$ cat src/rtl/flash_seq_ctrl_if.sv
`default_nettype none
// ============================================================================
//  Module   : flash_seq_ctrl_if
//  Purpose  : 68k-side bus strobes and flash-side handshake between a CPU
//             (master) and the flash sequencer (slave).
//  Signals  : AS_n, DS_n, RW_n, A[23:1], enable_maprom, FLASH_BUSY_n  -> slave
//             flash_access, flash_dtack_n, FLASH_OE_n, FLASH_WE_n,
//             FLASH_A19, flash_err                                   <- slave
//  Revision : 1.0  initial release
// ============================================================================
interface flash_seq_ctrl_if;
  logic        AS_n;
  logic        DS_n;
  logic        RW_n;
  logic [23:1] A;
  logic        enable_maprom;
  logic        FLASH_BUSY_n;
  logic        flash_access;
  logic        flash_dtack_n;
  logic        FLASH_OE_n;
  logic        FLASH_WE_n;
  logic        FLASH_A19;
  logic        flash_err;

  modport master (
    output AS_n, DS_n, RW_n, A, enable_maprom, FLASH_BUSY_n,
    input  flash_access, flash_dtack_n, FLASH_OE_n, FLASH_WE_n, FLASH_A19, flash_err
  );

  modport slave (
    input  AS_n, DS_n, RW_n, A, enable_maprom, FLASH_BUSY_n,
    output flash_access, flash_dtack_n, FLASH_OE_n, FLASH_WE_n, FLASH_A19, flash_err
  );
endinterface
`default_nettype wire

$ cat src/rtl/flash_seq_ctrl.sv
`default_nettype none
// ============================================================================
//  Module   : flash_seq_ctrl
//  Purpose  : Decodes the flash window on a 68k bus (with optional MapROM
//             overlay) and sequences flash reads, writes and busy polling,
//             returning DTACK to the CPU.
//  Ports    : CLKCPU   - sole clock, rising edge
//             RESET_n  - asynchronous active-low reset
//             bus      - flash_seq_ctrl_if.slave (68k strobes, address,
//                        MapROM request, flash busy in; decode, DTACK,
//                        flash strobes, bank select, error flag out)
//  Revision : 1.0  initial release
// ============================================================================
module flash_seq_ctrl #(
  parameter logic [3:0] FLASH_BASE   = 4'hA,
  parameter int         RD_WAIT      = 2,
  parameter int         WE_WIDTH     = 2,
  parameter int         BUSY_TIMEOUT = 255
) (
  input  wire logic          CLKCPU,
  input  wire logic          RESET_n,
  flash_seq_ctrl_if.slave    bus
);

  // Terminal counter values: each phase ends on the clock where its counter
  // has reached the last index, so the phase lasts exactly N clocks.
  localparam logic [3:0] c_rd_last     = 4'(RD_WAIT - 1);
  localparam logic [3:0] c_we_last     = 4'(WE_WIDTH - 1);
  localparam logic [3:0] c_settle_last = 4'd1;
  localparam logic [7:0] c_poll_last   = 8'(BUSY_TIMEOUT - 1);

  typedef enum logic [2:0] {
    IDLE      = 3'd0,
    RD        = 3'd1,
    WR_PULSE  = 3'd2,
    WR_SETTLE = 3'd3,
    BUSY_POLL = 3'd4,
    ACK       = 3'd5,
    TERM      = 3'd6
  } state_t;

  state_t     state_q, state_d;
  logic [3:0] cnt_q, cnt_d;
  logic [7:0] poll_q, poll_d;
  logic       oe_n_q, oe_n_d;
  logic       we_n_q, we_n_d;
  logic       dtack_n_q, dtack_n_d;
  logic       err_q, err_d;
  logic       ovl_q, ovl_d;
  logic       maprom_q, maprom_d;
  logic       cap_pend_q, cap_pend_d;
  logic       flash_hit;

  // Window decode: with MapROM off only the FLASH_BASE megabyte is flash;
  // with MapROM on the ROM ares at $F80000/$E00000 map to flash, plus the
  // low megabyte while the boot overlay is still active.
  always_comb begin
    flash_hit = 1'b0;
    if (!maprom_q) begin
      flash_hit = (bus.A[23:20] == FLASH_BASE);
    end else begin
      flash_hit = (ovl_q && (bus.A[23:20] == 4'h0)) ||
                  (bus.A[23:19] == 5'b11111) ||
                  (bus.A[23:19] == 5'b11100);
    end
  end

  assign bus.flash_access  = flash_hit;
  assign bus.FLASH_A19     = bus.A[19] | ovl_q;
  // DTACK drops with AS_n immediately so the CPU never sees a stale ack.
  assign bus.flash_dtack_n = dtack_n_q | bus.AS_n;
  assign bus.FLASH_OE_n    = oe_n_q;
  assign bus.FLASH_WE_n    = we_n_q;
  assign bus.flash_err     = err_q;

  always_comb begin
    state_d    = state_q;
    cnt_d      = cnt_q;
    poll_d     = poll_q;
    oe_n_d     = oe_n_q;
    we_n_d     = we_n_q;
    dtack_n_d  = dtack_n_q;
    err_d      = err_q;
    ovl_d      = ovl_q;
    maprom_d   = maprom_q;
    cap_pend_d = cap_pend_q;

    // MapROM selection is latched once on the first edge out of reset.
    if (cap_pend_q) begin
      maprom_d   = bus.enable_maprom;
      cap_pend_d = 1'b0;
    end

    // Any write into $BFxxxx (CIA space) drops the boot overlay for good.
    if (!bus.AS_n && !bus.RW_n && (bus.A[23:16] == 8'hBF)) begin
      ovl_d = 1'b0;
    end

    if ((state_q != IDLE) && bus.AS_n) begin
      // CPU ended or aborted the cycle: release every strobe.
      state_d   = IDLE;
      oe_n_d    = 1'b1;
      we_n_d    = 1'b1;
      dtack_n_d = 1'b1;
    end else begin
      case (state_q)
        IDLE: begin
          if (!bus.AS_n && flash_hit) begin
            if (bus.RW_n) begin
              state_d = RD;
              oe_n_d  = 1'b0;
            end else if (!bus.DS_n) begin
              if (maprom_q) begin
                // Flash is write-protected while it shadows the ROM.
                state_d   = ACK;
                dtack_n_d = 1'b0;
              end else begin
                state_d = WR_PULSE;
                we_n_d  = 1'b0;
              end
            end
          end
        end
        RD: begin
          if (cnt_q == c_rd_last) begin
            state_d   = ACK;
            dtack_n_d = 1'b0;
          end else begin
            cnt_d = cnt_q + 4'd1;
          end
        end
        WR_PULSE: begin
          if (cnt_q == c_we_last) begin
            state_d = WR_SETTLE;
            we_n_d  = 1'b1;
          end else begin
            cnt_d = cnt_q + 4'd1;
          end
        end
        WR_SETTLE: begin
          // Give the flash time to pull BUSY low before it is polled.
          if (cnt_q == c_settle_last) begin
            state_d = BUSY_POLL;
          end else begin
            cnt_d = cnt_q + 4'd1;
          end
        end
        BUSY_POLL: begin
          if (bus.FLASH_BUSY_n) begin
            state_d   = ACK;
            dtack_n_d = 1'b0;
          end else if (poll_q == c_poll_last) begin
            state_d   = ACK;
            dtack_n_d = 1'b0;
            err_d     = 1'b1;
          end else begin
            poll_d = poll_q + 8'd1;
          end
        end
        ACK:     state_d = TERM;
        TERM:    state_d = TERM;
        default: state_d = IDLE;
      endcase
    end

    // Counters restart on every state change so each phase counts from 0.
    if (state_d != state_q) begin
      cnt_d  = 4'd0;
      poll_d = 8'd0;
    end
  end

  always_ff @(posedge CLKCPU or negedge RESET_n) begin
    if (!RESET_n) begin
      state_q    <= IDLE;
      cnt_q      <= 4'd0;
      poll_q     <= 8'd0;
      oe_n_q     <= 1'b1;
      we_n_q     <= 1'b1;
      dtack_n_q  <= 1'b1;
      err_q      <= 1'b0;
      ovl_q      <= 1'b1;
      maprom_q   <= 1'b0;
      cap_pend_q <= 1'b1;
    end else begin
      state_q    <= state_d;
      cnt_q      <= cnt_d;
      poll_q     <= poll_d;
      oe_n_q     <= oe_n_d;
      we_n_q     <= we_n_d;
      dtack_n_q  <= dtack_n_d;
      err_q      <= err_d;
      ovl_q      <= ovl_d;
      maprom_q   <= maprom_d;
      cap_pend_q <= cap_pend_d;
    end
  end

endmodule
`default_nettype wire

$ cat src/flat_wrapper.sv
// flat-port wrapper written by rule: the top's interface ports become plain ports
module flash_seq_ctrl_flat 
#(
  parameter logic [3:0] FLASH_BASE   = 4'hA,
  parameter int         RD_WAIT      = 2,
  parameter int         WE_WIDTH     = 2,
  parameter int         BUSY_TIMEOUT = 255
)
  (CLKCPU, RESET_n, bus_AS_n, bus_DS_n, bus_RW_n, bus_A, bus_enable_maprom, bus_FLASH_BUSY_n, bus_flash_access, bus_flash_dtack_n, bus_FLASH_OE_n, bus_FLASH_WE_n, bus_FLASH_A19, bus_flash_err);
  flash_seq_ctrl_if bus_i ();
  input  wire logic CLKCPU;
  input  wire logic RESET_n;
  input wire logic [$bits(bus_i.AS_n)-1:0] bus_AS_n;
  input wire logic [$bits(bus_i.DS_n)-1:0] bus_DS_n;
  input wire logic [$bits(bus_i.RW_n)-1:0] bus_RW_n;
  input wire logic [$bits(bus_i.A)-1:0] bus_A;
  input wire logic [$bits(bus_i.enable_maprom)-1:0] bus_enable_maprom;
  input wire logic [$bits(bus_i.FLASH_BUSY_n)-1:0] bus_FLASH_BUSY_n;
  output wire logic [$bits(bus_i.flash_access)-1:0] bus_flash_access;
  output wire logic [$bits(bus_i.flash_dtack_n)-1:0] bus_flash_dtack_n;
  output wire logic [$bits(bus_i.FLASH_OE_n)-1:0] bus_FLASH_OE_n;
  output wire logic [$bits(bus_i.FLASH_WE_n)-1:0] bus_FLASH_WE_n;
  output wire logic [$bits(bus_i.FLASH_A19)-1:0] bus_FLASH_A19;
  output wire logic [$bits(bus_i.flash_err)-1:0] bus_flash_err;
  assign bus_i.AS_n = bus_AS_n;
  assign bus_i.DS_n = bus_DS_n;
  assign bus_i.RW_n = bus_RW_n;
  assign bus_i.A = bus_A;
  assign bus_i.enable_maprom = bus_enable_maprom;
  assign bus_i.FLASH_BUSY_n = bus_FLASH_BUSY_n;
  assign bus_flash_access = bus_i.flash_access;
  assign bus_flash_dtack_n = bus_i.flash_dtack_n;
  assign bus_FLASH_OE_n = bus_i.FLASH_OE_n;
  assign bus_FLASH_WE_n = bus_i.FLASH_WE_n;
  assign bus_FLASH_A19 = bus_i.FLASH_A19;
  assign bus_flash_err = bus_i.flash_err;
  flash_seq_ctrl #(.FLASH_BASE(FLASH_BASE), .RD_WAIT(RD_WAIT), .WE_WIDTH(WE_WIDTH), .BUSY_TIMEOUT(BUSY_TIMEOUT)) u_core (.CLKCPU(CLKCPU), .RESET_n(RESET_n), .bus(bus_i));
endmodule
$ cat config.mk
export PLATFORM = sky130hd
export DESIGN_NAME = flash_seq_ctrl_flat
export DESIGN_NICKNAME = d
export VERILOG_FILES = /design/src/rtl/flash_seq_ctrl_if.sv /design/src/rtl/flash_seq_ctrl.sv /design/src/flat_wrapper.sv
export SDC_FILE = /design/constraint.sdc
export NUM_CORES = 1
export LEC_CHECK = 0
export BUFFER_PORTS_ARGS = -buffer_cell sky130_fd_sc_hd__buf_2
export CAP_MARGIN = 20
export CORE_MARGIN = 2
export CORE_UTILIZATION = 58
export CTS_BUF_LIST = sky130_fd_sc_hd__clkbuf_8
export DETAILED_ROUTE_END_ITERATION = 12
export PLACE_DENSITY = 0.87
export SYNTH_ARGS = -nofsm -noshare
export SYNTH_HDL_FRONTEND = slang
export SYNTH_SLANG_ARGS = --single-unit
$ cat constraint.sdc
create_clock -name CLKCPU -period 3.97 [get_ports CLKCPU]
set_input_delay 0.397 -clock CLKCPU [delete_from_list [all_inputs] [get_ports CLKCPU]]
set_output_delay 0.397 -clock CLKCPU [all_outputs]
set_load 0.005 [all_outputs]
==> impl_table.tex <==
\begin{tabular}{lr}
\hline
Metric & Value \\
\hline
\multicolumn{2}{l}{\textbf{Run status}} \\
\quad Status & completed \\
\multicolumn{2}{l}{\textbf{Die}} \\
\quad Die span in y & around 53 um \\
\quad I/O pin count & 36 \\
\quad Area of the core & $\sim$2200 sq um \\
\quad Die width & between 50 and 60 um \\
\quad FP Rows & 17 \\
\quad Initial standard-cell utilization of the core & between 60\% and 70\% \\
\quad Die area & 2780 sq um \\
\multicolumn{2}{l}{\textbf{Clock tree}} \\
\quad Clk Latency, worst-skew pair & roughly 0.27 ns \\
\quad Worst-path clk slew & $\sim$0.08 ns \\
\quad Number of sinks driven by the clock tree & 22 \\
\quad Resized cells post-CTS & 0 \\
\quad Number of clock buffers inserted by TritonCTS & 3 \\
\quad Hold-fix buffer count after cts & 0 \\
\quad Number of buffers added for setup after CTS & 0 \\
\quad Root cell of the clock tree & sky130\_fd\_sc\_hd\_\_clkbuf\_8 \\
\quad Maximum number of buffers from clock root to sink & 2 \\
\quad Clock tree from TritonCTS & done \\
\quad CTS HTree Levels & 1 \\
\multicolumn{2}{l}{\textbf{Route}} \\
\quad Total DRC errors in the routed layout & 0 \\
\quad DRT Pass-1 Iters & 4 \\
\quad Via count & $\sim$1,200 \\
\quad Drt via density & $\sim$6.1 \\
\quad Antenna-violating nets left & 0 \\
\quad Detailed-route wire length & about 2900 um \\
\quad DRT iter0 DRCs & 36 \\
\quad Average wire per standard cell & 14.7 um \\
\multicolumn{2}{l}{\textbf{Power and ir drop}} \\
\quad Power density over the cells & 454 nW/um\^{}2 \\
\quad Maximum ir drop on the vdd rail & 384 uV \\
\quad Leakage power of the design & roughly 0.7 nW \\
\quad Total power draw & $\sim$700 uW \\
\multicolumn{2}{l}{\textbf{Global route}} \\
\quad Number of antenna violations at the first check in global routing & 0 \\
\quad GRT Residual Overflow & 0 \\
\quad Wire length of the first global-routing pass & 4910 um \\
\quad GRT Overall Usage & about a quarter \\
\quad Maximum number of pins on one net before global-route repair & 24 \\
\quad Via count of the first global-routing pass & about 1,100 \\
\multicolumn{2}{l}{\textbf{Setup path}} \\
\quad Data required time at the worst endpoint & just over 4 ns \\
\quad Critical Path Sink Type & register \\
\quad Critical Path Max Stage Delay & around 0.63 ns \\
\quad Origin of the critical flop-to-flop path & u\_core.cnt\_q[1] \\
\quad Startpoint of the worst setup timing path & u\_core.cnt\_q[1] \\
\quad Arrival time at the worst endpoint & approximately 2.4 ns \\
\quad CP max-delay cell & sky130\_fd\_sc\_hd\_\_nor3b\_1 \\
\quad Critical path peak fanout & 12 \\
\quad Cell chain of the critical path & inv\_1, ha\_1, nor3b\_1, nand2b\_1, o311a\_1, nand3\_2, a211oi\_1 \\
\quad Type of origin of the critical path & register \\
\quad Kind of critical path & register to register \\
\multicolumn{2}{l}{\textbf{Worst hold path}} \\
\quad Hold Path Class & primary input to async pin \\
\multicolumn{2}{l}{\textbf{Synthesis}} \\
\quad Total of flip-flops plus latches after synthesis & 22 \\
\quad Post-synth EDFFs & 0 \\
\quad Count of mapped cells out of synthesis & 151 \\
\quad Net count of the mapped netlist & $\sim$190 \\
\quad Biggest area contributors in the synthesized netlist & sky130\_fd\_sc\_hd\_\_dfrtp\_1, sky130\_fd\_sc\_hd\_\_dfstp\_2, sky130\_fd\_sc\_hd\_\_nor2\_1, sky130\_fd\_sc\_hd\_\_xor2\_1, sky130\_fd\_sc\_hd\_\_a21oi\_1 \\
\quad Proportion of synthesized flip-flops having asynchronous set or reset & 100\% \\
\quad Share of the yosys chip area belonging to registers & between 40\% and 50\% \\
\quad Number of different library cells in the post-synthesis netlist & about 50 \\
\quad Cell area after technology mapping & 1380 sq um \\
\quad Avg Cell Area, Syn & between 9 and 10 sq um \\
\quad Yosys top cell area share & 30.9\% \\
\quad Cell accounting for the most synthesized area & sky130\_fd\_sc\_hd\_\_dfrtp\_1 \\
\quad Most instantiated flip-flop cell in the synthesis netlist & sky130\_fd\_sc\_hd\_\_dfrtp\_1 \\
\quad Count of yosys warnings during synthesis & 0 \\
\multicolumn{2}{l}{\textbf{STA}} \\
\quad Number of setup violations in the final report & 0 \\
\quad Worst clock skew & 0.00211 ns \\
\quad Period utilization & 57.8\% \\
\quad Unrepaired setup endpoints after global routing & false \\
\quad Worst slew margin relative to its limit & between 40\% and 50\% \\
\quad Actual slew at the worst max-slew pin & about 0.76 ns \\
\quad Maximum clock frequency & around 0.44 GHz \\
\quad TNS Setup & 0 ns \\
\quad Post-layout minimum cycle time & around 2.3 ns \\
\quad Final count of hold timing violations & 0 \\
\quad Final slew viol count & 0 \\
\multicolumn{2}{l}{\textbf{Place}} \\
\quad Gpl congestion & between 0.9 and 1 \\
\quad Sum of net half-perimeters after detailed placement & between 2000 and 2500 um \\
\quad Count of buffers from port buffering & 20 \\
\multicolumn{2}{l}{\textbf{Cells and area}} \\
\quad Share of final-layout standard cells stronger than drive strength 1 & $\sim$22\% \\
\quad Area grow syn2layout & 12.0\% \\
\quad Final nets & approximately 200 \\
\quad Antenna diode count & 0 \\
\multicolumn{2}{l}{\textbf{Run}} \\
\quad Max-capacitance violation count & 0 \\
\hline
\end{tabular}
[synthesized netlist by cell type (all sizes together) (3+ instances only)]
master,n
a211oi,4
a21oi,10
buf,3
clkbuf,4
dfrtp,17
dfstp,5
ha,4
inv,3
nand2,10
nand3,7
nand4,4
nor2,23
nor3,3
nor4,3
o21ai,4
or2,3
or4b,3
xnor2,3
xor2,6
[report_power, final]
| part | switching, mW | leakage [nW] | internal, mW | total [mW] |
|---|---|---|---|---|
| logic | 0.105 | 0.365 | 0.0807 | 0.185 |
| registers | 0.0431 | 0.286 | 0.264 | 0.307 |
| clock network | 0.0727 | 0.0357 | 0.135 | 0.207 |
[kinds of logic after synthesis]
| family | count (synthesis) | share of synthesized area [%] |
|---|---|---|
| AND/OR/NAND/NOR | 70 | 27.5 |
| XOR/XNOR | 9 | 5.72 |
| AO/OA/AOI/OAI | 35 | 18.6 |
| buffers and inverters | 10 | 3.81 |
| adder cells (fa/ha/maj) | 4 | 3.63 |
| flip-flops | 22 | 40.4 |
| other | 1 | 0.272 |
[worst paths after layout]
kind	endpoint	slack, ns	cells past startpoint
max reg2reg	u_core.cnt_q[1]	1.68	7
max	u_core.cnt_q[1]	1.68	7
min in group CLKCPU	u_core.maprom_q	0.34	3
max in group asynchronous	u_core.cap_pend_q	3.54	1
min reg2reg	u_core.bus.flash_err	0.46	1
min	u_core.state_q[2]	0.08	1
[registers in the layout, indices dropped and copies added, names as in the netlist]
signal and count:
u_core.cnt_q 4, u_core.maprom_q 1, u_core.cap_pend_q 1, u_core.dtack_n_q 1, u_core.poll_q 8, u_core.state_q 3, u_core.bus.FLASH_OE_n 1, u_core.bus.flash_err 1
u_core.ovl_q 1, u_core.bus.FLASH_WE_n 1
[per-stage QoR]
stage / utilization (%) / instances / worst slack, ns / instance area (sq um) / hold slack (ns)
after detailed placement: 65.9 / 192 / 1.66 / 1470 / 0.389
after global routing: 69.1 / 196 / 1.41 / 1540 / 0.109
after CTS: 69.1 / 196 / 1.67 / 1540 / 0.0932
final: 69.1 / 196 / 1.68 / 1540 / 0.0812
after global placement: 65.9 / 192 / 1.74 / 1470 / 0.380
after floorplan: - / 151 / 1.95 / 1380 / 0.101
[routing by layer]
metal / vias up / wire, um / global-route usage, %
met1: 554 / 1330 / 32.7
met3: 6 / 135 / 6.00
met5: - / 0 / 0
met2: 39 / 1370 / 37.9
li1: 593 / - / -
met4: 0 / 36 / 7.26
[area by class of cell]
| class | instances | area (sq um) |
|---|---|---|
| Multi-Input combinational cell | 119 | 768 |
| Fill cell | 168 | 691 |
| Sequential cell | 22 | 557 |
| Timing Repair Buffer | 20 | 100 |
| Clock buffer | 3 | 41.3 |
| Tap cell | 28 | 35.0 |
| Clock inverter | 1 | 30.0 |
| Inverter | 3 | 11.3 |
[worst max-delay path: cells and delay by family (launching register included)]
family,cells,cell delay [ns]
AO/OA/AOI/OAI,2,0.46
adder cells (fa/ha/maj),1,0.15
buffers and inverters,1,0.07
flip-flops,1,0.41
AND/OR/NAND/NOR,3,1.04
[layout by cell type (no fill, tap or decap), types with 4 or more instances in the layout]
| master | netlist | routed |
|---|---|---|
| sky130_fd_sc_hd__nor2_1 | 23 | 23 |
| sky130_fd_sc_hd__buf_2 | 0 | 20 |
| sky130_fd_sc_hd__dfrtp_1 | 17 | 17 |
| sky130_fd_sc_hd__nand2_1 | 10 | 10 |
| sky130_fd_sc_hd__a21oi_1 | 10 | 10 |
| sky130_fd_sc_hd__nand3_1 | 6 | 6 |
| sky130_fd_sc_hd__xor2_1 | 6 | 6 |
| sky130_fd_sc_hd__dfstp_2 | 5 | 5 |
| sky130_fd_sc_hd__nand4_1 | 4 | 4 |
| sky130_fd_sc_hd__o21ai_0 | 4 | 4 |
| sky130_fd_sc_hd__ha_1 | 4 | 4 |
Power figures use the tool's default switching activity.
